===== src/rtl/rpf64_arbiter.sv =====
// rpf64_arbiter: round-robin front end sharing one roundAndPackFloat64 engine among NREQ requesters
// Ports: ap_clk / ap_rst       clock, asynchronous active-high reset
//        req_valid/req_ready   per-requester request and one-cycle grant pulse
//        req_sign/exp/sig      flat-packed operands, requester i at slice i
//        rsp_*                 result handshake with requester id and newly raised flags
//        eng_*                 ap_ctrl_hs control, operands, result and flag path of the engine
//        flag_clr              clears sticky_flags; ops_done counts completed operations
module rpf64_arbiter #(
    parameter int NREQ = 4
) (
    input  logic               ap_clk,
    input  logic               ap_rst,
    input  logic [NREQ-1:0]    req_valid,
    output logic [NREQ-1:0]    req_ready,
    input  logic [NREQ-1:0]    req_sign,
    input  logic [NREQ*13-1:0] req_exp,
    input  logic [NREQ*64-1:0] req_sig,
    output logic               rsp_valid,
    input  logic               rsp_ready,
    output logic [63:0]        rsp_data,
    output logic [2:0]         rsp_id,
    output logic [31:0]        rsp_flags,
    output logic               eng_start,
    input  logic               eng_ready,
    input  logic               eng_done,
    input  logic               eng_idle,
    output logic               eng_zSign,
    output logic [12:0]        eng_zExp,
    output logic [63:0]        eng_zSig,
    input  logic [63:0]        eng_return,
    output logic [31:0]        eng_flag_i,
    input  logic [31:0]        eng_flag_o,
    input  logic               eng_flag_o_vld,
    input  logic               flag_clr,
    output logic [31:0]        sticky_flags,
    output logic [15:0]        ops_done
);
    typedef enum logic [1:0] {IDLE, ISSUE, WAIT, RESP} state_t;

    state_t          state_q, state_d;
    logic [NREQ-1:0] req_ready_q, req_ready_d;
    logic            eng_start_q, eng_start_d;
    logic            zsign_q, zsign_d;
    logic [12:0]     zexp_q, zexp_d;
    logic [63:0]     zsig_q, zsig_d;
    logic [2:0]      id_q, id_d, last_q, last_d;
    logic            rsp_valid_q, rsp_valid_d;
    logic [63:0]     rsp_data_q, rsp_data_d;
    logic [31:0]     rsp_flags_q, rsp_flags_d, sticky_q, sticky_d, new_flags;
    logic [15:0]     ops_q, ops_d;
    logic            gnt_any;
    logic [2:0]      gnt_idx;
    logic            sel_sign;
    logic [12:0]     sel_exp;
    logic [63:0]     sel_sig;
    logic            eng_idle_unused;

    // eng_idle is observation-only
    assign eng_idle_unused = eng_idle;

    assign req_ready    = req_ready_q;
    assign eng_start    = eng_start_q;
    assign eng_zSign    = zsign_q;
    assign eng_zExp     = zexp_q;
    assign eng_zSig     = zsig_q;
    assign rsp_valid    = rsp_valid_q;
    assign rsp_data     = rsp_data_q;
    assign rsp_id       = id_q;
    assign rsp_flags    = rsp_flags_q;
    assign sticky_flags = sticky_q;
    assign eng_flag_i   = sticky_q;
    assign ops_done     = ops_q;
    assign new_flags    = eng_flag_o & ~sticky_q;

    // Search starts one past the last completed grant so every requester gets a turn
    always_comb begin
        gnt_any  = 1'b0;
        gnt_idx  = '0;
        sel_sign = 1'b0;
        sel_exp  = '0;
        sel_sig  = '0;
        for (int k = 1; k <= NREQ; k++)
            for (int i = 0; i < NREQ; i++)
                if (!gnt_any && req_valid[i] && (int'(last_q) + k) % NREQ == i) begin
                    gnt_any = 1'b1;
                    gnt_idx = 3'(i);
                end
        for (int i = 0; i < NREQ; i++)
            if (gnt_idx == 3'(i)) begin
                sel_sign = req_sign[i];
                sel_exp  = req_exp[i*13 +: 13];
                sel_sig  = req_sig[i*64 +: 64];
            end
    end

    always_comb begin
        state_d     = state_q;
        req_ready_d = '0;
        eng_start_d = eng_start_q;
        zsign_d     = zsign_q;
        zexp_d      = zexp_q;
        zsig_d      = zsig_q;
        id_d        = id_q;
        last_d      = last_q;
        rsp_valid_d = rsp_valid_q;
        rsp_data_d  = rsp_data_q;
        rsp_flags_d = rsp_flags_q;
        sticky_d    = sticky_q;
        ops_d       = ops_q;
        unique case (state_q)
            IDLE: if (gnt_any) begin
                req_ready_d = NREQ'(1) << gnt_idx;
                zsign_d     = sel_sign;
                zexp_d      = sel_exp;
                zsig_d      = sel_sig;
                id_d        = gnt_idx;
                rsp_flags_d = '0;
                eng_start_d = 1'b1;
                state_d     = ISSUE;
            end
            ISSUE: if (eng_ready) begin
                eng_start_d = 1'b0;
                rsp_data_d  = eng_done ? eng_return : rsp_data_q;
                rsp_valid_d = eng_done;
                state_d     = eng_done ? RESP : WAIT;
            end
            WAIT: if (eng_done) begin
                rsp_data_d  = eng_return;
                rsp_valid_d = 1'b1;
                state_d     = RESP;
            end
            RESP: if (rsp_ready) begin
                rsp_valid_d = 1'b0;
                ops_d       = ops_q + 16'd1;
                last_d      = id_q;
                state_d     = IDLE;
            end
        endcase
        // A clear coinciding with new flags keeps only what this operation raised
        if (eng_flag_o_vld) begin
            sticky_d    = flag_clr ? new_flags : eng_flag_o;
            rsp_flags_d = (state_q != RESP) ? new_flags : rsp_flags_d;
        end else if (flag_clr) begin
            sticky_d = '0;
        end
    end

    always_ff @(posedge ap_clk or posedge ap_rst) begin
        if (ap_rst) begin
            state_q     <= IDLE;
            req_ready_q <= '0;
            eng_start_q <= 1'b0;
            zsign_q     <= 1'b0;
            zexp_q      <= '0;
            zsig_q      <= '0;
            id_q        <= '0;
            last_q      <= 3'(NREQ - 1);
            rsp_valid_q <= 1'b0;
            rsp_data_q  <= '0;
            rsp_flags_q <= '0;
            sticky_q    <= '0;
            ops_q       <= '0;
        end else begin
            state_q     <= state_d;
            req_ready_q <= req_ready_d;
            eng_start_q <= eng_start_d;
            zsign_q     <= zsign_d;
            zexp_q      <= zexp_d;
            zsig_q      <= zsig_d;
            id_q        <= id_d;
            last_q      <= last_d;
            rsp_valid_q <= rsp_valid_d;
            rsp_data_q  <= rsp_data_d;
            rsp_flags_q <= rsp_flags_d;
            sticky_q    <= sticky_d;
            ops_q       <= ops_d;
        end
    end
endmodule


===== config.mk =====
export PLATFORM = sky130hd
export DESIGN_NAME = rpf64_arbiter
export DESIGN_NICKNAME = d
export VERILOG_FILES = /design/src/rtl/rpf64_arbiter.sv
export SDC_FILE = /design/constraint.sdc
export NUM_CORES = 1
export LEC_CHECK = 0
export ABC_CLOCK_PERIOD_IN_PS = 19500
export BUFFER_PORTS_ARGS = -buffer_cell sky130_fd_sc_hd__buf_2
export CAP_MARGIN = 20
export CORE_AREA = 3 3 266 268
export CTS_CLUSTER_DIAMETER = 50
export DETAILED_ROUTE_END_ITERATION = 6
export DIE_AREA = 0 0 269 271
export GPL_ROUTABILITY_DRIVEN = 1
export PLACE_DENSITY = 0.36
export SLEW_MARGIN = 15
export SYNTH_ARGS = -nofsm -noshare
export SYNTH_HDL_FRONTEND = slang
export SYNTH_SLANG_ARGS = --single-unit

===== constraint.sdc =====
create_clock -name ap_clk -period 19.5 [get_ports ap_clk]
set_clock_uncertainty 0.1 [all_clocks]
set_input_delay 0.975 -clock ap_clk [delete_from_list [all_inputs] [get_ports ap_clk]]
set_output_delay 0.975 -clock ap_clk [all_outputs]
set_load 0.05 [all_outputs]

# [After elaboration in Yosys (flattened, before gate mapping)]
# Index checks and enable logic that the tools add are counted.
[word_totals] regBits=235 inputBits=420 output_inout_bits=263 elab_cells=182
[op_classes] add_sub_neg=5 eq_ne=23 shifts=1 mux=68 n_bitwise=6 n_reduce_logical=66
[op_table] op="two-way mux 64 bit" count=6
[op_table] op="two-way mux 32 bit" count=7
[op_table] op="logical NOT 32 bit" count=4
[op_table] op="case mux 64 bit (2 select lines)" count=1
[op_table] op="two-way mux 13 bit" count=4
[op_table] op="two-way mux 3 bit" count=14
[op_table] op="bitwise AND 32 bit" count=1
[op_table] op="NOT 32 bit" count=1
[op_table] op="logical AND 1 bit" count=31
[op_table] op="two-way mux 1 bit" count=27
[op_table] op="equality test 3 bit, second input constant" count=8
[op_table] op="equality test 3 x 2 -> 1 bit, second input constant" count=6
[op_table] op="adder 16 x 1 -> 16 bit, second input constant" count=1
[op_table] op="logical NOT 1 bit" count=15
[op_table] op="inequality test 2 bit, second input constant" count=5
[op_table] op="two-way mux 2 bit" count=4
[op_table] op="two-way mux 4 bit" count=2
[op_table] op="case mux 2 bit (4 select lines)" count=1
[op_table] op="AND reduction 4 bit" count=2
[op_table] op="OR reduction 2 bit" count=4
[op_table] op="AND reduction 2 bit" count=3
[op_table] op="nonzero test 2 bit" count=3
[op_table] op="adder 2 x 1 -> 2 bit, second input constant" count=2
[op_table] op="adder 2 bit, second input constant" count=2
[op_table] op="other kinds (11)" count=15

# [Longest topological paths before layout]
[depth] depth_word=71 depth_mapped=8

# [Least setup slack after synthesis]
# Ideal clock, no wire load.
[synth_timing] path_kind="input -> register" startpoint="input port req_valid[2]" endpoint="register zsig_q[19], in the netlist eng_zSig[19]" setup_ns=0.132 arrival_ns=2.210 slack_ns=17.058 cell_stages=7 n_path_buf=3 path_cell_list="buf_4 -> nor4_1 -> nor2b_1 -> clkbuf_1 -> clkbuf_1 -> o2bb2ai_1 -> a21oi_1"
[synth_between] elab_chain_cells=60
[synth_rtl] element="start: declaration" line="13" rtl="input logic [NREQ-1:0] req_valid,"
[synth_rtl] element="logical AND 1 bit (2 in a row)" line="84" rtl="if (!gnt_any && req_valid[i] && (int'(last_q) + k) % NREQ == i) begin"
[synth_rtl] element="two-way mux 1 bit" line="84"
[synth_rtl] element="logical NOT 1 bit" line="84"
[synth_rtl] element="logical AND 1 bit (2 in a row)" line="84"
[synth_rtl] element="two-way mux 1 bit" line="84"
[synth_rtl] element="logical NOT 1 bit" line="84"
[synth_rtl] element="logical AND 1 bit (2 in a row)" line="84"
[synth_rtl] element="two-way mux 1 bit" line="84"
[synth_rtl] element="[... 36 more ...]"
[synth_rtl] element="logical NOT 1 bit" line="84"
[synth_rtl] element="logical AND 1 bit (2 in a row)" line="84"
[synth_rtl] element="two-way mux 1 bit" line="84"
[synth_rtl] element="logical NOT 1 bit" line="84"
[synth_rtl] element="logical AND 1 bit (2 in a row)" line="84"
[synth_rtl] element="two-way mux 3 bit" line="84"
[synth_rtl] element="logical NOT 3 bit" line="89" rtl="if (gnt_idx == 3'(i)) begin"
[synth_rtl] element="two-way mux 64 bit (4 in a row)" line="89"
[synth_rtl] element="end signal: assignment" line="169" rtl="zsig_q <= zsig_d;"
[synth_rtl] element="end: declaration" line="45" rtl="logic [63:0] zsig_q, zsig_d;"
# Several ways; a longest one is shown, not always the timed one.
# A chain may end at the register's enable or synchronous reset.

# [Worst setup path in the final report]
[layout_timing] startpoint="input port req_valid[2]" endpoint="register zexp_q[10], in the netlist eng_zExp[10]"
[layout_between] elab_chain_cells=60
[layout_rtl] element="logical AND 1 bit (2 in a row)" line="84"
[layout_rtl] element="two-way mux 1 bit" line="84"
[layout_rtl] element="logical NOT 1 bit" line="84"
[layout_rtl] element="logical AND 1 bit (2 in a row)" line="84"
[layout_rtl] element="two-way mux 1 bit" line="84"
[layout_rtl] element="logical NOT 1 bit" line="84"
[layout_rtl] element="logical AND 1 bit (2 in a row)" line="84"
[layout_rtl] element="two-way mux 1 bit" line="84"
[layout_rtl] element="[... 36 more ...]"
[layout_rtl] element="logical NOT 1 bit" line="84"
[layout_rtl] element="logical AND 1 bit (2 in a row)" line="84"
[layout_rtl] element="two-way mux 1 bit" line="84"
[layout_rtl] element="logical NOT 1 bit" line="84"
[layout_rtl] element="logical AND 1 bit (2 in a row)" line="84"
[layout_rtl] element="two-way mux 3 bit" line="84"
[layout_rtl] element="logical NOT 3 bit" line="89"
[layout_rtl] element="two-way mux 13 bit (4 in a row)" line="89"
[layout_rtl] element="end signal: assignment" line="168" rtl="zexp_q <= zexp_d;"
[layout_rtl] element="end: declaration" line="44" rtl="logic [12:0] zexp_q, zexp_d;"
# Several ways; a longest one is shown, not always the timed one.

==> out/results.txt <==
Result of the run: finished, final reports clean
Die H: 271 um
CTS Root Cell: sky130_fd_sc_hd__clkbuf_16
TritonCTS clock tree: done
RePlAce Congestion: 0.784
Port Buffers: 680
DR pass1 iterations: 5
Area inside the core boundary: 68600 um2
Via count of the first global-routing pass: 12612
Number of enable flip-flop cells after synthesis: 0
Post-synthesis area per instance: 9.92 um2
Count of distinct cell types in the synthesized netlist: 48
Die Width: 269 um
Starting DRC count in detailed routing: 500
Filler cell count: 7530
Placed cell count: 2689
Combined area of the multi-input logic cells: 5370 um2
Worst-path cell with the longest stage delay: sky130_fd_sc_hd__buf_4
Unrepaired setup endpoints after global routing: no
Mean routed wirelength per cell: 20.7 um
Count of pins over their slew limit: 0
Cells along the critical path: buf_2 -> o41ai_4 -> buf_4 -> buf_4 -> nor2_1 -> o2bb2ai_1 -> a31oi_1
Proportion of synthesized chip area in sequential cells: 49.2%
Max-slew headroom: 28.6%
Endpoints failing setup: 0
Number of hold-repair buffers added at the cts stage: 0
Vias per cell: 4.37
Worst vdd ir: 0.0000918 V
Sinks on Clock Net: 234
Mapped Area: 11900 um2
Post-cts repair resize count: 0
Total clock buffers created by CTS: 46
Via count of the routed design: 12167
Post-CTS setup buffers: 0
Final global-route overflow total: 0
Required time of the worst setup path: 19.85 ns
Nature of the critical path startpoint: primary input
Die footprint: 72900 um2
Critical Path AT: 3.58 ns
Proportion of layout cells with a drive suffix above 1: 46.4%
Largest stage delay, worst path: 0.79 ns
Sequential cell area: 5860 um2
Type of the worst setup path: primary input to flip-flop
Global-route wire length before repair: 83.5 mm
H-tree depth reported by CTS: 2
Number of nets in the synthesized netlist: 1626
DR DRC count: 0
Critical path buffers and inverters: 3
Post-detailed-routing wire length: 57.5 mm
Number of synthesis warnings: 0
Kind of end point of the critical path: flip-flop
Worst skew pair latency: 0.58 ns
Residual antenna-violating net count after detailed routing: 0
Sum of internal, switching and leakage power: 0.00335 W
Max cap viols: 0
Main flop type after synthesis: sky130_fd_sc_hd__dfrtp_1
Power density over cell area: 191 nW/um2
Final Hold Violating Endpoints: 0
Final Instance Count excl. Fillers: 2786
Cell mode on critical path: sky130_fd_sc_hd__buf_4
Clock transition at the registers of the reported paths: 0.05 ns
Critical Path Fanout Max: 73
Post-layout utilization of the core: 25.6%
Largest net degree at the start of global routing: 133
Min-Delay Path Class: primary input to async pin
Sum of negative setup slack: 0 ns
Ports: 683
Post-layout minimum cycle time: 3.24 ns
Maximum frequency from static timing analysis: 0.309 GHz
Share of synthesized flip-flops with an asynchronous set or reset: 100%
Bufs on Longest Clock Path: 3
Tightest Pin Transition: 1.07 ns
Post-layout nets: 2231
Cell leakage power: 8.17 nW
Floorplan row count: 96
Area growth from synthesis to layout: 47.5%
Final worst-path cycle share: 16.6%
Hpwl dp: 41.5 mm
Effective utilization at floorplan: 17.4%
Number of instances in the synthesized netlist: 1201
Combined global-route utilization of all metal layers: 15.1%
Antenna violations before repair: 29
Flip-flop and latch count after synthesis: 234
Kind of cell adding the most delay to the critical path: buffers and inverters
==> Yosys cell counts, drive strengths merged, types with 4 or more instances <==
| library cell | n | area, um2 |
|---|---|---|
| a21oi | 72 | 360 |
| nand3 | 39 | 195 |
| a221oi | 14 | 140 |
| xnor2 | 6 | 52.6 |
| a21o | 4 | 30.0 |
| inv | 9 | 33.8 |
| nand2b | 37 | 231 |
| and2 | 4 | 25.0 |
| mux2 | 68 | 766 |
| nand2 | 93 | 349 |
| nor2 | 86 | 323 |
| o2bb2ai | 78 | 683 |
| a211oi | 65 | 488 |
| clkbuf | 61 | 229 |
| dfrtp | 232 | 5810 |
| o21ai | 105 | 526 |
| buf | 79 | 479 |
| nor2b | 5 | 31.3 |
| a31oi | 66 | 413 |
| ha | 5 | 62.6 |
| mux2i | 32 | 320 |
| xor2 | 10 | 87.6 |
==> area by class of cell <==
type	count	share of cell area [%]
Antenna cell	17	0.242
Timing Repair Buffer	697	20.2
Clock buffer	62	7.53
Multi-Input combinational cell	818	30.6
Clock inverter	18	1.32
Sequential cell	234	33.3
Inverter	9	0.235
Tap cell	931	6.63
==> final timing paths <==
check / from / endpoint / slack [ns] / depth (start not counted)
worst max-delay path: req_valid[2] / eng_zExp[10] / 16.26 / 7
worst min-delay path: ap_rst / rsp_data[50] / 0.37 / 2
worst max register to register: state_q[1] / eng_zExp[10] / 16.32 / 8
worst min register to register: ops_done[15] / ops_done[15] / 0.37 / 1
max in group asynchronous: ap_rst / eng_zSig[50] / 17.31 / 3
min in group ap_clk: ops_done[15] / ops_done[15] / 0.37 / 1
==> state kept, by name (all words and copies together), names as in the netlist <==
register    flops
eng_zSig       64
rsp_data       64
eng_flag_i     32
rsp_flags      32
ops_done       16
eng_zExp       13
req_ready       4
last_q          2
rsp_id          2
state_q         2
eng_start       1
eng_zSign       1
rsp_valid       1
==> stage by stage <==
stage	setup WS [ns]	hold WS, ns	cell area, um2
final	16.26	0.365	17600
after global routing	16.07	0.403	17500
after CTS	16.25	0.371	17500
after detailed placement	15.68	0.361	16000
after global placement	15.68	0.351	16000
after floorplan	12.01	0.417	11900
==> cell families (layout without fill, tap and decap cells) <==
group | after synthesis | after routing | share of synthesized area (%)
compound gates | 418 | 418 | 23.3
simple gates | 278 | 278 | 10.4
flops | 234 | 234 | 49.2
buf+inv | 149 | 786 | 6.23
mux | 100 | 100 | 9.12
xor+xnor | 16 | 16 | 1.18
fa+ha+maj | 5 | 5 | 0.525
other cells | 1 | 18 | 0.0315
==> cells in the final DEF (no fill, tap or decap), drive strengths merged, types with 2 or more instances in the layout <==
cell type / count
diode: 17
inv: 13
dfstp: 2
nor2b: 5
a21o: 4
or2: 3
o31ai: 3
a211oi: 65
o21ai: 105
and3: 3
mux2: 68
xor2: 10
dfrtp: 232
nor3: 2
bufinv: 3
a221oi: 14
ha: 5
a31oi: 66
clkinv: 8
clkbuf: 62
nand2: 93
nand4: 2
nand2b: 37
o2bb2ai: 78
buf: 697
xnor2: 6
and2: 4
nor2: 86
nor4: 2
mux2i: 32
a21oi: 72
nand3: 39
clkinvlp: 3
==> metal layers <==
metal / vias to the layer above / part of all wire, % / global-route usage [%]
li1: 5593 / - / -
met1: 5928 / 39 / 17.2
met2: 529 / 49 / 25.9
met3: 103 / 10 / 5.74
met4: 14 / 2.7 / 4.61
met5: - / 0.16 / 0
==> where the power goes <==
group / internal, W / switching [W] / total, W
Combinational: 0.000434 / 0.00130 / 0.00174
Clock: 0.000516 / 0.000289 / 0.000805
Sequential: 0.000689 / 0.000118 / 0.000807
Total: 0.00164 / 0.00171 / 0.00335
Note: power is estimated with default switching activity, not from simulation.
